===== src/rtl/dtmf_pkg.sv =====
// Shared definitions for the DTMF dial sequencer.
//   state_e    : playback FSM encoding (IDLE/LOAD/TONE/GAP)
//   IDX_W      : width of a row or column tone index
//   key_rc_t   : row/column index pair for one key
//   key_to_rc  : maps a 4-bit key code onto its row/column tone pair
package dtmf_pkg;

  localparam int IDX_W = 2;

  typedef enum logic [1:0] {
    ST_IDLE = 2'd0,
    ST_LOAD = 2'd1,
    ST_TONE = 2'd2,
    ST_GAP  = 2'd3
  } state_e;

  typedef struct packed {
    logic [IDX_W-1:0] row;
    logic [IDX_W-1:0] col;
  } key_rc_t;

  // Keypad layout: rows 697/770/852/941 Hz, columns 1209/1336/1477/1633 Hz.
  // E is the '*' key and F is the '#' key on the bottom row.
  function automatic key_rc_t key_to_rc(input logic [3:0] key);
    key_rc_t rc;
    case (key)
      4'h0:    rc = '{row: 2'd3, col: 2'd1};
      4'h1:    rc = '{row: 2'd0, col: 2'd0};
      4'h2:    rc = '{row: 2'd0, col: 2'd1};
      4'h3:    rc = '{row: 2'd0, col: 2'd2};
      4'h4:    rc = '{row: 2'd1, col: 2'd0};
      4'h5:    rc = '{row: 2'd1, col: 2'd1};
      4'h6:    rc = '{row: 2'd1, col: 2'd2};
      4'h7:    rc = '{row: 2'd2, col: 2'd0};
      4'h8:    rc = '{row: 2'd2, col: 2'd1};
      4'h9:    rc = '{row: 2'd2, col: 2'd2};
      4'hA:    rc = '{row: 2'd0, col: 2'd3};
      4'hB:    rc = '{row: 2'd1, col: 2'd3};
      4'hC:    rc = '{row: 2'd2, col: 2'd3};
      4'hD:    rc = '{row: 2'd3, col: 2'd3};
      4'hE:    rc = '{row: 2'd3, col: 2'd0};
      default: rc = '{row: 2'd3, col: 2'd2};
    endcase
    return rc;
  endfunction

endpackage


===== src/rtl/dtmf_digit_fifo.sv =====
// Synchronous digit queue for the DTMF dial sequencer.
//   clk, reset_n : clock, asynchronous active-low reset
//   push/wr_data : write one 4-bit key code (ignored when full or flushing)
//   pop/rd_data  : rd_data is the head entry; pop removes it (ignored when empty or flushing)
//   flush        : empties the queue; wins over push and pop in the same cycle
//   full/empty   : occupancy flags
//   count        : entries held, 0..DEPTH
module dtmf_digit_fifo #(
  parameter int DEPTH = 16
) (
  input  logic                   clk,
  input  logic                   reset_n,
  input  logic                   push,
  input  logic [3:0]             wr_data,
  input  logic                   pop,
  output logic [3:0]             rd_data,
  input  logic                   flush,
  output logic                   full,
  output logic                   empty,
  output logic [$clog2(DEPTH):0] count
);

  localparam int AW = $clog2(DEPTH);
  localparam logic [AW:0] FULL_CNT = (AW+1)'(DEPTH);

  logic [3:0]    mem [DEPTH];
  logic [AW-1:0] wr_ptr_q, wr_ptr_d;
  logic [AW-1:0] rd_ptr_q, rd_ptr_d;
  logic [AW:0]   count_q, count_d;
  logic          push_en;
  logic          pop_en;

  assign full    = (count_q == FULL_CNT);
  assign empty   = (count_q == '0);
  assign push_en = push && !full && !flush;
  assign pop_en  = pop && !empty && !flush;
  assign rd_data = mem[rd_ptr_q];
  assign count   = count_q;

  // DEPTH is a power of two, so the pointers wrap by plain overflow.
  always_comb begin
    wr_ptr_d = wr_ptr_q;
    rd_ptr_d = rd_ptr_q;
    count_d  = count_q;
    if (flush) begin
      wr_ptr_d = '0;
      rd_ptr_d = '0;
      count_d  = '0;
    end else begin
      if (push_en) wr_ptr_d = wr_ptr_q + AW'(1);
      if (pop_en)  rd_ptr_d = rd_ptr_q + AW'(1);
      case ({push_en, pop_en})
        2'b10:   count_d = count_q + (AW+1)'(1);
        2'b01:   count_d = count_q - (AW+1)'(1);
        default: count_d = count_q;
      endcase
    end
  end

  always_ff @(posedge clk or negedge reset_n) begin
    if (!reset_n) begin
      wr_ptr_q <= '0;
      rd_ptr_q <= '0;
      count_q  <= '0;
    end else begin
      wr_ptr_q <= wr_ptr_d;
      rd_ptr_q <= rd_ptr_d;
      count_q  <= count_d;
    end
  end

  // Storage needs no reset: an entry is only read after it has been written.
  always_ff @(posedge clk) begin
    if (push_en) mem[wr_ptr_q] <= wr_data;
  end

endmodule


===== src/rtl/dtmf_dial_sequencer.sv =====
// Queued DTMF dialler. Key codes arrive on a valid/ready port, wait in a FIFO,
// and are played one at a time as a TONE_CYCLES tone burst followed by
// GAP_CYCLES of silence.
//   clk, reset_n           : clock, asynchronous active-low reset
//   row_tone, col_tone     : free-running square-wave tones, one bit per row/column
//   digit_in/valid/ready   : key input; a transfer happens when valid && ready
//   en                     : playback enable; dropping it aborts the current digit
//   flush                  : synchronous; empties the queue and aborts playback
//   out_row, out_column    : registered selected tones, 0 when silent
//   busy                   : FSM in LOAD/TONE/GAP
//   cur_digit              : last digit taken from the queue
//   fifo_count             : queued entries
//   dbg_state              : raw FSM state (dtmf_pkg::state_e encoding)
//
// Handshake: digit_ready depends only on queue fullness and flush, never on
// digit_valid; a key is taken on every rising edge where valid && ready.
module dtmf_dial_sequencer
  import dtmf_pkg::*;
#(
  parameter int FIFO_DEPTH  = 16,
  parameter int TONE_CYCLES = 1200000,
  parameter int GAP_CYCLES  = 1200000
) (
  input  logic                        clk,
  input  logic                        reset_n,
  input  logic [3:0]                  row_tone,
  input  logic [3:0]                  col_tone,
  input  logic [3:0]                  digit_in,
  input  logic                        digit_valid,
  output logic                        digit_ready,
  input  logic                        en,
  input  logic                        flush,
  output logic                        out_row,
  output logic                        out_column,
  output logic                        busy,
  output logic [3:0]                  cur_digit,
  output logic [$clog2(FIFO_DEPTH):0] fifo_count,
  output logic [1:0]                  dbg_state
);

  localparam int MAX_CYC = (TONE_CYCLES > GAP_CYCLES) ? TONE_CYCLES : GAP_CYCLES;
  localparam int CNT_W   = $clog2(MAX_CYC) + 1;
  localparam logic [CNT_W-1:0] TONE_LOAD = CNT_W'(TONE_CYCLES - 1);
  localparam logic [CNT_W-1:0] GAP_LOAD  = CNT_W'(GAP_CYCLES - 1);

  state_e           state_q, state_d;
  logic [CNT_W-1:0] cnt_q, cnt_d;
  logic [3:0]       cur_digit_q, cur_digit_d;
  logic [IDX_W-1:0] row_idx_q, row_idx_d;
  logic [IDX_W-1:0] col_idx_q, col_idx_d;
  logic             out_row_q, out_row_d;
  logic             out_col_q, out_col_d;

  logic             fifo_push;
  logic             fifo_pop;
  logic [3:0]       fifo_head;
  logic             fifo_full;
  logic             fifo_empty;
  key_rc_t          head_rc;

  assign digit_ready = !fifo_full && !flush;
  assign fifo_push   = digit_valid && digit_ready;
  assign head_rc     = key_to_rc(fifo_head);

  dtmf_digit_fifo #(
    .DEPTH (FIFO_DEPTH)
  ) u_fifo (
    .clk     (clk),
    .reset_n (reset_n),
    .push    (fifo_push),
    .wr_data (digit_in),
    .pop     (fifo_pop),
    .rd_data (fifo_head),
    .flush   (flush),
    .full    (fifo_full),
    .empty   (fifo_empty),
    .count   (fifo_count)
  );

  // State register
  always_ff @(posedge clk or negedge reset_n) begin
    if (!reset_n) begin
      state_q     <= ST_IDLE;
      cnt_q       <= '0;
      cur_digit_q <= '0;
      row_idx_q   <= '0;
      col_idx_q   <= '0;
      out_row_q   <= 1'b0;
      out_col_q   <= 1'b0;
    end else begin
      state_q     <= state_d;
      cnt_q       <= cnt_d;
      cur_digit_q <= cur_digit_d;
      row_idx_q   <= row_idx_d;
      col_idx_q   <= col_idx_d;
      out_row_q   <= out_row_d;
      out_col_q   <= out_col_d;
    end
  end

  // Next-state logic. The pop happens on the IDLE->LOAD transition, so the
  // head digit and its tone indices are latched on that same edge.
  always_comb begin
    state_d     = state_q;
    cnt_d       = cnt_q;
    cur_digit_d = cur_digit_q;
    row_idx_d   = row_idx_q;
    col_idx_d   = col_idx_q;
    fifo_pop    = 1'b0;
    if (flush) begin
      state_d = ST_IDLE;
      cnt_d   = '0;
    end else if (state_q != ST_IDLE && !en) begin
      // Abort: the popped digit is dropped, the rest of the queue stays.
      state_d = ST_IDLE;
      cnt_d   = '0;
    end else begin
      case (state_q)
        ST_IDLE: begin
          if (en && !fifo_empty) begin
            fifo_pop    = 1'b1;
            state_d     = ST_LOAD;
            cur_digit_d = fifo_head;
            row_idx_d   = head_rc.row;
            col_idx_d   = head_rc.col;
          end
        end
        ST_LOAD: begin
          cnt_d   = TONE_LOAD;
          state_d = ST_TONE;
        end
        ST_TONE: begin
          if (cnt_q == '0) begin
            cnt_d   = GAP_LOAD;
            state_d = ST_GAP;
          end else begin
            cnt_d = cnt_q - CNT_W'(1);
          end
        end
        ST_GAP: begin
          if (cnt_q == '0) begin
            state_d = ST_IDLE;
          end else begin
            cnt_d = cnt_q - CNT_W'(1);
          end
        end
        default: begin
          state_d = ST_IDLE;
          cnt_d   = '0;
        end
      endcase
    end
  end

  // Output logic. Tones are re-registered so they lag the state by one clock;
  // gating with en/flush silences them on the very next edge after an abort.
  always_comb begin
    out_row_d = 1'b0;
    out_col_d = 1'b0;
    if (state_q == ST_TONE && en && !flush) begin
      out_row_d = row_tone[row_idx_q];
      out_col_d = col_tone[col_idx_q];
    end
  end

  assign out_row    = out_row_q;
  assign out_column = out_col_q;
  assign busy       = (state_q != ST_IDLE);
  assign cur_digit  = cur_digit_q;
  assign dbg_state  = state_q;

endmodule


===== config.mk =====
export PLATFORM = sky130hd
export DESIGN_NAME = dtmf_dial_sequencer
export DESIGN_NICKNAME = d
export VERILOG_FILES = /design/src/rtl/dtmf_pkg.sv /design/src/rtl/dtmf_digit_fifo.sv /design/src/rtl/dtmf_dial_sequencer.sv
export SDC_FILE = /design/constraint.sdc
export NUM_CORES = 1
export LEC_CHECK = 0
export CORE_ASPECT_RATIO = 1.1
export CORE_UTILIZATION = 30
export DETAILED_ROUTE_END_ITERATION = 8
export SETUP_SLACK_MARGIN = 0.5
export SYNTH_ARGS = -nofsm -noshare
export SYNTH_HDL_FRONTEND = slang
export SYNTH_SLANG_ARGS = --single-unit
export TNS_END_PERCENT = 30

===== constraint.sdc =====
create_clock -name clk -period 7.6 [get_ports clk]
set_input_delay 1.52 -clock clk [delete_from_list [all_inputs] [get_ports clk]]
set_output_delay 1.52 -clock clk [all_outputs]
set_load 0.05 [all_outputs]

## Word-level counts from Yosys, hierarchy flattened

Memory sizes are Yosys's and may differ from the RTL's. A register that Yosys moved wholly into a read port is not among the register bits.
Index checks and enable logic that the tools add are counted.

| storage, ports and cells | value |
|---|---|
| bits in registers | 43 |
| RAM bits | 64 |
| ROM bits | 64 |
| input bits | 17 |
| output and inout port bits | 15 |
| word-level logic and storage cells | 84 |
| memories | 2 |

Memory list:

| memory | depth | bits a word | rd ports | clocked after memory_dff | write ports | line | source |
|---|---|---|---|---|---|---|---|
| (no name shown) | 16 | 4 | 1 | 1 | 0 | dtmf_pkg.sv:26 | `case (key)` |
| u_fifo.mem | 16 | 4 | 1 | 0 | 1 | dtmf_digit_fifo.sv:26 | `logic [3:0] mem [DEPTH];` |

| cells by class | value |
|---|---|
| $add $sub $neg | 5 |
| $lt $le $gt $ge | 2 |
| eq/ne operators | 10 |
| muxes and demuxes | 29 |
| bitwise operators | 2 |
| reduce and logical (&&, ||, !) cells | 26 |

Operator list:

| operator | count |
|---|---|
| $mux W22 | 4 |
| $pmux W22 S3 | 1 |
| $logic_not A22 Y1 | 1 |
| $sub A22 B1 Y22 const B | 1 |
| $mux W4 | 4 |
| $ne A4 B4 Y1 const B | 4 |
| $logic_and A1 B1 Y1 | 10 |
| $mux W1 | 10 |
| $mux W2 | 5 |
| $pmux W5 S2 | 1 |
| $add A4 B1 Y4 const B | 2 |
| $pmux W2 S4 | 1 |
| $eq A2 B2 Y1 const B | 3 |
| $lt A2 B3 Y1 const B | 2 |
| $reduce_bool A2 Y1 | 3 |
| $add A5 B1 Y5 const B | 1 |
| $eq A5 B5 Y1 const B | 1 |
| $logic_not A1 Y1 | 5 |
| $logic_not A5 Y1 | 1 |
| $mux W5 | 1 |
| $reduce_bool A5 Y1 | 1 |
| $sub A5 B1 Y5 const B | 1 |
| $bmux W1 S2 | 2 |
| $eq A2 B1 Y1 const B | 2 |
| other kinds (6) | 7 |

## Longest topological paths before layout

Gate-level depths: netlist of the first run.

| depth | value |
|---|---|
| depth in word-level cells | 12 |
| depth in mapped cells | 12 |
| mapped depth without buffers | 12 |

## Modules after synthesis

A second synthesis of the first run with hierarchy kept.

| second synthesis, totals | value |
|---|---|
| cells, all modules | 475 |
| area, all modules | 5630.4 um^2 |

Modules (own cells, without submodules):

| module | instances | cells each | area an instance (um^2) | seq. area each (um^2) |
|---|---|---|---|---|
| dtmf_digit_fifo | 1 | 242 | 3495.9 | 2247.2 |
| dtmf_dial_sequencer | 1 | 233 | 2134.5 | 850.8 |

## Worst setup path before layout of the first run

OpenSTA, ideal clock, no wires.

| timing | value |
|---|---|
| kind | in2reg |
| start point | in flush |
| end point | reg u_fifo.count_q[4] (netlist: u_fifo.count[4]) |
| library setup time | 0.132 ns |
| arrival time | 3.988 ns |
| data required time | 7.468 ns |
| slack | 3.480 ns |
| stages | 11 |
| path buffers | 1 |
| cells stage by stage | clkbuf_8 -> a21oi_1 -> nand2_1 -> nand2_1 -> inv_1 -> ha_1 -> a21o_1 -> a21oi_1 -> mux2i_1 -> xor2_1 -> nor2_1 |

| between the ends | value |
|---|---|
| cells in the longest elaborated chain, start to end | 8 |
| elaborated cells on any way between the ends | 13 |
| classes of those cells | eq/ne: 2; mux: 3; reduce/logical: 8 |

RTL lines:

| element | line | source |
|---|---|---|
| start: declaration | dtmf_dial_sequencer.sv:32 | `input logic flush,` |
| $logic_not A1 Y1 * | dtmf_dial_sequencer.sv:61 | `assign digit_ready = !fifo_full && !flush;` |
| $logic_and A1 B1 Y1 * | dtmf_dial_sequencer.sv:61 |  |
| net digit_ready | dtmf_dial_sequencer.sv:30 | `output logic digit_ready,` |
| $logic_and A1 B1 Y1 * | dtmf_dial_sequencer.sv:62 | `assign fifo_push = digit_valid && digit_ready;` |
| $logic_and A1 B1 Y1 * (2 in a row) | dtmf_digit_fifo.sv:35 | `assign push_en = push && !full && !flush;` |
| $eq A2 B1 Y1 / $eq A2 B2 Y1 (equally long branches) | dtmf_digit_fifo.sv:52 | `case ({push_en, pop_en})` |
| $pmux W5 S2 | dtmf_digit_fifo.sv:52 |  |
| $mux W5 | dtmf_digit_fifo.sv:45 | `if (flush) begin` |
| end signal: assignment | dtmf_digit_fifo.sv:68 | `count_q <= count_d;` |
| end: declaration | dtmf_digit_fifo.sv:29 | `logic [AW:0] count_q, count_d;` |

Mark *: on every way through the listed nets, which the timed path passes. The rest lies on a longest branch.
A chain may end at the register's enable or synchronous reset.

## Final worst setup path of the first run

| timing | value |
|---|---|
| start point | in flush |
| end point | out digit_ready |

| between the ends | value |
|---|---|
| cells in the longest elaborated chain, start to end | 2 |

RTL lines:

| element | line |
|---|---|
| $logic_not A1 Y1 | dtmf_dial_sequencer.sv:61 |
| $logic_and A1 B1 Y1 | dtmf_dial_sequencer.sv:61 |
| end: declaration | dtmf_dial_sequencer.sv:30 |

Every way passes these cells.

==> results.py, run 1 <==
metrics = {
    "worst_setup_path": {
        "r2r_end": "u_fifo.count[4]$_DFFE_PN0P_",
        "r2r_cells": 11,
        "arrival_ns": 3.46,
        "slowest_delay_ns": 0.84,
        "r2r-start": "u_fifo.count[0]$_DFFE_PN0P_",
        "critPathKind": "in2out",
        "slowest_stage": "clkdlybuf4s50_1",
        "end_kind": "primary output",
        "cp-start-kind": "primary input",
        "cp_cell_sequence": "clkdlybuf4s50_1, a21oi_1, clkdlybuf4s50_1",
        "startpoint": "flush",
        "cp_max_fo": 22,
        "cpMostUsedCell": "clkdlybuf4s50_1",
        "r2r_slack_ns": 4.12,
        "critPathRequiredTime_ns": 6.08,
        "path_depth": 3,
        "path_buf_inv": 2,
        "crit_path_end": "digit_ready",
        "cp_top_family": "buffers and inverters",
    },
    "cells_and_area": {
        "nets": 473,
        "multi_input_area_mm2": 0.00210,
        "seqCellArea_mm2": 0.00310,
        "final_common_cell": "edfxtp_1",
        "drive_above_1_share_pct": 11.7,
        "antenna_cells": 0,
        "num-fill-cells": 1683,
        "areaGrowthSynthToFinish_pct": 14.9,
        "final_cell_mix": "edfxtp_1 (64), dfrtp_1 (47), nor2_1 (38), clkdlybuf4s50_1 (30), a21oi_1 (23)",
    },
    "run": {
        "cap_violations": 0,
    },
    "route": {
        "num_vias": 3430,
        "drtIter0Drc": 228,
        "antenna_left": 0,
        "wl_um": 10700,
        "vias_per_cell": 5.04,
        "dr.pass1.iters": 4,
        "drc_errors": 0,
        "wl_per_cell_um": 15.8,
    },
    "sta": {
        "hold_ws_ns": 0.495,
        "final.setup_skew_ns": 0.00789,
        "hold_viol_final": 0,
        "fin_crit_sh_pct": 65.5,
        "max_freq_mhz": 201,
        "tns_ns": 0,
        "fin_crit_ns": 4.98,
        "max_slew_margin_pct": 27.1,
        "worst_pin_slew_ns": 1.09,
        "setup_viol": 0,
        "rsz0062_at_grt": "no",
        "slew_viol_final": 0,
    },
    "cts": {
        "cts.sink_count": 111,
        "cts_resized": 0,
        "cts_hold_buf": 0,
        "clk_pin_slew_ns": 0.07,
        "cts_buffer_depth": 2,
        "cts-htree-levels": 3,
        "tritoncts": "yes",
        "numCtsBuffers": 9,
        "post_cts_buffers": 0,
        "insertion_delay_ns": 0.35,
        "cts-root-buf": "clkbuf_16",
    },
    "floorplan": {
        "core_area_mm2": 0.0173,
        "die_w_um": 130,
        "start_util_pct": 31.1,
        "die_height_um": 142,
        "boundaryPins": 32,
        "dieArea_mm2": 0.0184,
        "fp-row-count": 50,
    },
    "power_and_ir_drop": {
        "p_leak_nw": 2.32,
        "peakVddDrop_mv": 0.129,
        "power.density_mw_per_mm2": 371,
    },
    "grt": {
        "grt.total_usage_pct": 12.7,
        "grt_pass1_wl_um": 17900,
        "grt_pass1_vias": 3540,
        "gr-total-overflow": 0,
        "grt_max_degree": 48,
        "grt_antenna_before_repair": 0,
    },
    "synthesis": {
        "synth_edf_count": 64,
        "syn_area_per_cell_um2": 12.7,
        "ys_warn_count": 0,
        "async_reset_ff_share_pct": 42.3,
        "synth_seq_area_share_pct": 57.7,
        "syn_area_mm2": 0.00537,
        "synth_top_flop_cell": "edfxtp_1",
        "yosys_register_bits": 111,
        "synth_cell_type_count": 56,
        "synthesis.nets": 453,
        "netlist_instances": 421,
    },
    "placement": {
        "port_buffers": 31,
        "dp.final_hpwl_um": 7770,
        "gp_congestion": 0.850,
    },
    "min_path": {
        "hp-class": "reg2reg",
    },
    "outcome": {
        "outcome": "completed",
    },
}
[registers in the layout (all words and copies together), names as in the netlist]
name	flops
cnt_q	22
col_idx_q	2
cur_digit	4
dbg_state	2
out_column	1
out_row	1
row_idx_q	2
u_fifo.count	5
u_fifo.mem	64
u_fifo.rd_ptr_q	4
u_fifo.wr_ptr_q	4
[cell usage after synthesis (all sizes together), types with 8 or more instances]
master	count	area (um^2)
edfxtp	64	1920
nand2	21	78.8
a21oi	23	115
nor4	8	56.3
nor3	8	40.0
inv	15	56.3
clkbuf	18	88.8
dfrtp	47	1180
ha	14	175
xnor2	10	87.6
and2	12	75.1
mux2i	8	80.1
nand3	8	40.0
mux4	18	405
o21ai	13	65.1
nor2	39	149
[final cells by class]
type | instances | area share [%]
Clock buffer | 9 | 3.65
Clock inverter | 7 | 1.24
Inverter | 15 | 0.913
Multi-Input combinational cell | 271 | 34.0
Sequential cell | 111 | 50.2
Tap cell | 234 | 4.75
Timing Repair Buffer | 33 | 5.19
[where the power goes]
part / switching [mW] / leakage [nW] / total [mW] / internal [mW]
logic: 0.559 / 0.960 / 0.962 / 0.404
clock network: 0.217 / 0.150 / 0.477 / 0.260
registers: 0.110 / 1.20 / 0.846 / 0.735
total: 0.887 / 2.32 / 2.29 / 1.40
[metrics by stage]
step           cells  power (mW)  util, %  setup slack (ns)  cell area, um^2
2_1_floorplan    421        1.58        -              3.48             5370
3_3_place_gp     664        1.80     34.0              2.62             5860
3_5_place_dp     664        1.82     34.0              2.60             5860
4_1_cts          680        2.31     35.7              2.60             6170
5_1_grt          680        2.45     35.7              2.48             6170
6_report         680        2.29     35.7              2.62             6170
[cell families after synthesis]
family	synth area share (%)
AOI/OAI and AO/OA	10.0
xor gates and xnor gates	2.61
adders and majority gates	3.64
buffers and inverters	3.22
DFF	57.7
muxes	9.04
and+or+nand+nor	13.8
[worst reg2reg max path: stages (launching register included)]
cell	delay, ns
dfrtp_1	0.46
or4_1	0.57
o211ai_1	0.65
nor2_1	0.27
nand2_1	0.18
inv_1	0.09
ha_1	0.32
a21o_1	0.17
a21oi_1	0.20
mux2i_1	0.23
xor2_1	0.16
nor2_1	0.05
[metal layers]
layer / vias up / part of all wire, % / global-route usage [%] / wire length (um)
met2: 53 / 51 / 22.0 / 5490
met3: 16 / 3.6 / 3.80 / 388
li1: 1614 / - / - / -
met4: 0 / 1.5 / 3.43 / 163
met1: 1747 / 44 / 15.4 / 4670
met5: - / 0 / 0 / 0
[how the worst min path moves through the flow]
stage                                        start                       end  slack (ns)  cells after the start
after global placement    cur_digit[0]$_DFFE_PN0P_  cur_digit[0]$_DFFE_PN0P_        0.47                      1
after floorplan           row_idx_q[1]$_DFFE_PN0P_  row_idx_q[1]$_DFFE_PN0P_        0.46                      1
after detailed placement  cur_digit[2]$_DFFE_PN0P_  cur_digit[2]$_DFFE_PN0P_        0.48                      2
final                     cur_digit[2]$_DFFE_PN0P_  cur_digit[2]$_DFFE_PN0P_        0.49                      2
after CTS                 cur_digit[2]$_DFFE_PN0P_  cur_digit[2]$_DFFE_PN0P_        0.50                      2
after global routing      cur_digit[0]$_DFFE_PN0P_  cur_digit[0]$_DFFE_PN0P_        0.51                      1
Note: power is estimated with default switching activity, not from simulation.
==> run 2, diff against run 1 <==
- clock period: 7.6 -> 4.45 ns (I/O delays scaled with it)
==> results.py, run 2 (synthesis results as in run 1) <==
metrics = {
    "grt": {
        "grt.total_usage_pct": 12.9,
        "gr-total-overflow": 0,
        "grt_pass1_wl_um": 17800,
        "grt_pass1_vias": 3396,
        "grt_max_degree": 48,
        "grt_antenna_before_repair": 0,
    },
    "cts": {
        "post_cts_buffers": 0,
        "cts_buffer_depth": 2,
        "cts_hold_buf": 0,
        "clk_pin_slew_ns": 0.08,
        "tritoncts": "yes",
        "cts_resized": 0,
        "cts.sink_count": 111,
        "numCtsBuffers": 9,
        "cts-htree-levels": 3,
        "cts-root-buf": "clkbuf_16",
        "insertion_delay_ns": 0.36,
    },
    "floorplan": {
        "dieArea_mm2": 0.0184,
        "die_w_um": 130,
        "boundaryPins": 32,
        "start_util_pct": 31.1,
        "core_area_mm2": 0.0173,
        "die_height_um": 142,
        "fp-row-count": 50,
    },
    "sta": {
        "rsz0062_at_grt": "no",
        "fin_crit_ns": 3.42,
        "max_freq_mhz": 292,
        "hold_ws_ns": 0.490,
        "tns_ns": 0,
        "finalWorstSetupSlack_ns": 1.03,
        "max_slew_margin_pct": 21.4,
        "fin_crit_sh_pct": 76.8,
        "setup_viol": 0,
        "worst_pin_slew_ns": 1.17,
        "slew_viol_final": 0,
        "hold_viol_final": 0,
        "final.setup_skew_ns": 0.0119,
    },
    "worst_setup_path": {
        "critPathRequiredTime_ns": 4.69,
        "r2r-start": "u_fifo.count[1]$_DFFE_PN0P_",
        "slowest_stage": "o211ai_1",
        "r2r_end": "u_fifo.count[4]$_DFFE_PN0P_",
        "critPathKind": "reg2reg",
        "cp_cell_sequence": "or4_1, o211ai_1, nor2_1, nand2_1, inv_1, ha_1, a21o_1, a21oi_1, mux2i_1, xor2_1, nor2_1",
        "cp-start-kind": "register",
        "cp_max_fo": 10,
        "end_kind": "register",
        "r2r_cells": 11,
        "r2r_slack_ns": 1.03,
        "cpMostUsedCell": "nor2_1",
        "slowest_delay_ns": 0.60,
        "arrival_ns": 3.66,
    },
    "power_and_ir_drop": {
        "power.density_mw_per_mm2": 631,
        "p_int_mw": 2.34,
        "p_seq_share_pct": 37.3,
        "peakVddDrop_mv": 0.231,
        "combPwrFrac_pct": 42.0,
        "switchingPower_mw": 1.56,
        "p_leak_nw": 2.32,
        "swShare_pct": 39.9,
        "clock_power_share_pct": 20.7,
    },
    "route": {
        "num_vias": 3360,
        "wl_met2_um": 5580,
        "top_layer": "met4",
        "drt-met1-wl_um": 4940,
        "wl_met3_um": 369,
        "wl_per_cell_um": 16.1,
        "wl_um": 10900,
        "drtIter0Drc": 239,
        "dr.pass1.iters": 4,
        "antenna_left": 0,
        "drc_errors": 0,
        "vias_per_cell": 4.93,
    },
    "cells_and_area": {
        "final_common_cell": "edfxtp_1",
        "nets": 474,
        "multi_input_area_mm2": 0.00210,
        "largest_register_ffs": 64,
        "drive_above_1_share_pct": 12.1,
        "top_register": "u_fifo.mem",
        "seqCellArea_mm2": 0.00310,
        "stdcell_count": 681,
        "areaGrowthSynthToFinish_pct": 15.1,
        "antenna_cells": 0,
        "num-fill-cells": 1709,
        "final_area_mm2": 0.00618,
        "final_cell_mix": "edfxtp_1 (64), dfrtp_1 (47), nor2_1 (38), clkdlybuf4s50_1 (30), a21oi_1 (23)",
    },
    "placement": {
        "gp_congestion": 0.797,
        "port_buffers": 31,
        "place_area_mm2": 0.00587,
        "dp.cells": 665,
        "dp.final_hpwl_um": 7800,
        "dp_slack_ns": 0.757,
    },
    "min_path": {
        "min_delay_worst_endpoint": "row_idx_q[1]$_DFFE_PN0P_",
        "hold_depth": 1,
        "worstHoldStart": "row_idx_q[1]$_DFFE_PN0P_",
        "hp-class": "reg2reg",
    },
    "outcome": {
        "outcome": "completed",
    },
    "run": {
        "cap_violations": 0,
    },
}
run 2: worst max-delay path by stage:
| stage | endpoint | cells after the start | start |
|---|---|---|---|
| after floorplan | u_fifo.count[4]$_DFFE_PN0P_ | 11 | flush |
| after global routing | u_fifo.count[4]$_DFFE_PN0P_ | 11 | u_fifo.count[1]$_DFFE_PN0P_ |
| final | u_fifo.count[4]$_DFFE_PN0P_ | 11 | u_fifo.count[1]$_DFFE_PN0P_ |
| after global placement | u_fifo.count[4]$_DFFE_PN0P_ | 11 | en |
| after CTS | u_fifo.count[4]$_DFFE_PN0P_ | 11 | u_fifo.count[0]$_DFFE_PN0P_ |
| after detailed placement | u_fifo.count[4]$_DFFE_PN0P_ | 11 | en |
run 2: layout make-up:
cell class,count,share of cell area [%]
sequential,111,50.1
multi-input combinational,271,33.9
timing repair buffer,34,5.31
tap,234,4.74
clock buffer,9,3.65
clock inverter,7,1.32
inverter,15,0.911
run 2: power groups by stage:
stage / logic (mW) / clock network [mW] / registers (mW)
6_report: 1.64 / 0.808 / 1.45
5_1_grt: 1.81 / 0.867 / 1.49
4_1_cts: 1.65 / 0.835 / 1.45
3_5_place_dp: 1.64 / 0 / 1.47
3_3_place_gp: 1.61 / 0 / 1.47
2_1_floorplan: 1.16 / 0 / 1.55
run 2: per-stage QoR:
step                      total power, mW  util (%)
final                                3.90      35.8
after floorplan                      2.71         -
after CTS                            3.94      35.8
after detailed placement             3.11      34.0
after global routing                 4.16      35.8
after global placement               3.08      34.0
run 2: critical path, delay by kind of cell (launching register included):
kind / cells / cell delay, ns
simple gates: 4 / 1.03
compound gates: 3 / 1.00
flops: 1 / 0.44
fa+ha+maj: 1 / 0.33
mux: 1 / 0.24
xor+xnor: 1 / 0.17
buf+inv: 1 / 0.09
run 2: per-layer routing:
layer | up-vias | track usage [%]
met3 | 4 | 3.46
met2 | 44 | 21.4
met5 | - | 0
met1 | 1689 | 16.6
met4 | 0 | 3.49
li1 | 1623 | -
==> run 3, diff against run 2 <==
- clock period: 4.45 -> 3.1 ns (I/O delays scaled with it)
==> results.py, run 3 (synthesis results as in run 1) <==
metrics = {
    "grt": {
        "grt_max_degree": 32,
        "grt_pass1_wl_um": 18600,
        "grt_antenna_before_repair": 0,
        "grt_pass1_vias": 3546,
        "gr-total-overflow": 0,
        "grt.total_usage_pct": 13.3,
    },
    "route": {
        "drtIter0Drc": 176,
        "wl_um": 11300,
        "wl_met2_um": 5610,
        "vias_per_cell": 4.98,
        "drt-met1-wl_um": 5080,
        "antenna_left": 0,
        "drc_errors": 0,
        "wl_per_cell_um": 15.9,
        "top_layer": "met4",
        "num_vias": 3532,
        "wl_met3_um": 351,
        "dr.pass1.iters": 4,
    },
    "floorplan": {
        "core_area_mm2": 0.0173,
        "start_util_pct": 31.1,
        "die_height_um": 142,
        "boundaryPins": 32,
        "fp-row-count": 50,
        "dieArea_mm2": 0.0184,
        "die_w_um": 130,
    },
    "cts": {
        "cts_buffer_depth": 2,
        "cts_hold_buf": 0,
        "cts-root-buf": "clkbuf_16",
        "cts.sink_count": 111,
        "insertion_delay_ns": 0.36,
        "clk_pin_slew_ns": 0.07,
        "cts-htree-levels": 3,
        "tritoncts": "yes",
        "numCtsBuffers": 9,
    },
    "sta": {
        "tns_ns": 0,
        "slew_viol_final": 0,
        "fin_crit_ns": 2.63,
        "max_slew_margin_pct": 59.3,
        "setup_viol": 0,
        "hold_viol_final": 0,
        "rsz0062_at_grt": "yes",
        "worst_pin_slew_ns": 0.608,
        "fin_crit_sh_pct": 84.9,
        "final.setup_skew_ns": 0.00841,
        "max_freq_mhz": 380,
    },
    "cells_and_area": {
        "top_register": "u_fifo.mem",
        "areaGrowthSynthToFinish_pct": 21.3,
        "stdcell_count": 709,
        "nets": 502,
        "largest_register_ffs": 64,
        "final_cell_mix": "edfxtp_1 (64), dfrtp_1 (42), nor2_1 (37), buf_4 (31), clkdlybuf4s50_1 (29)",
        "num-fill-cells": 1683,
        "multi_input_area_mm2": 0.00218,
        "seqCellArea_mm2": 0.00310,
        "drive_above_1_share_pct": 22.5,
        "final_common_cell": "edfxtp_1",
        "antenna_cells": 0,
    },
    "min_path": {
        "hp-class": "in2async",
    },
    "outcome": {
        "outcome": "completed",
    },
    "placement": {
        "port_buffers": 31,
        "dp.cells": 680,
        "dp.final_hpwl_um": 7980,
        "gp_congestion": 0.804,
    },
    "worst_setup_path": {
        "startpoint": "cnt_q[1]$_DFFE_PN0P_",
        "critPathRequiredTime_ns": 3.35,
        "end_kind": "register",
        "arrival_ns": 2.88,
        "cp-start-kind": "register",
        "r2r_slack_ns": 0.47,
        "cp_max_fo": 4,
        "r2r_end": "cnt_q[16]$_DFFE_PN0P_",
        "r2r-start": "cnt_q[1]$_DFFE_PN0P_",
        "r2r_cells": 8,
        "critPathKind": "reg2reg",
    },
    "power_and_ir_drop": {
        "power.density_mw_per_mm2": 941,
        "finalPower_mw": 6.13,
        "p_leak_nw": 2.47,
        "peakVddDrop_mv": 0.420,
    },
    "run": {
        "cap_violations": 0,
    },
}
==> run 3: area by class of cell <==
class,count,share of cell area (%)
clock inverters,7,1.69
well taps,234,4.50
inverters,15,0.865
multi-input cells,271,33.4
clock buffers,9,3.46
repair buffers,62,8.41
flip-flops and latches,111,47.7
==> run 3: report_power, final <==
group | internal, mW | switching (mW) | total [mW]
clock network | 0.727 | 0.563 | 1.29
logic | 1.25 | 1.52 | 2.77
registers | 1.81 | 0.268 | 2.07
total | 3.78 | 2.35 | 6.13
==> run 3: critical path, cell delays in order, from the launching register on <==
cell       delay (ns)
dfrtp_1          0.39
inv_2            0.08
ha_2             0.18
or3b_4           0.38
or4b_4           0.50
or4_4            0.47
a2111oi_4        0.31
xnor2_1          0.18
nor2_2           0.04
==> run 3: worst max path at each step <==
stage / slack [ns] / end / cells after the start
4_1_cts: 0.46 / u_fifo.count[4]$_DFFE_PN0P_ / 11
5_1_grt: 0.39 / cnt_q[16]$_DFFE_PN0P_ / 8
2_1_floorplan: 0.18 / u_fifo.count[4]$_DFFE_PN0P_ / 11
3_5_place_dp: 0.28 / cnt_q[16]$_DFFE_PN0P_ / 8
3_3_place_gp: 0.35 / cnt_q[16]$_DFFE_PN0P_ / 8
6_report: 0.47 / cnt_q[16]$_DFFE_PN0P_ / 8
==> run 3: repair_timing <==
item / in CTS / in global routing
pin swaps: 6 / 6
resized for setup: 5 / 11
setup endpoints to repair: 10 / 25
buffers inserted: 4 / 9
==> run 3: metal layers <==
layer | global-route usage, % | vias to the layer above
met4 | 3.92 | 0
met3 | 3.05 | 15
met5 | 0 | -
met1 | 16.9 | 1765
met2 | 22.4 | 65
li1 | - | 1687
==> run 3: through the flow <==
stage / utilization, % / hold WS [ns] / setup slack [ns] / cell area (um^2)
floorplan: - / 0.324 / 0.180 / 5400
global placement: 34.9 / 0.464 / 0.349 / 6020
detailed placement: 34.9 / 0.480 / 0.279 / 6020
CTS: 37.1 / 0.190 / 0.461 / 6400
global route: 37.7 / 0.206 / 0.389 / 6510
finish: 37.7 / 0.192 / 0.469 / 6510
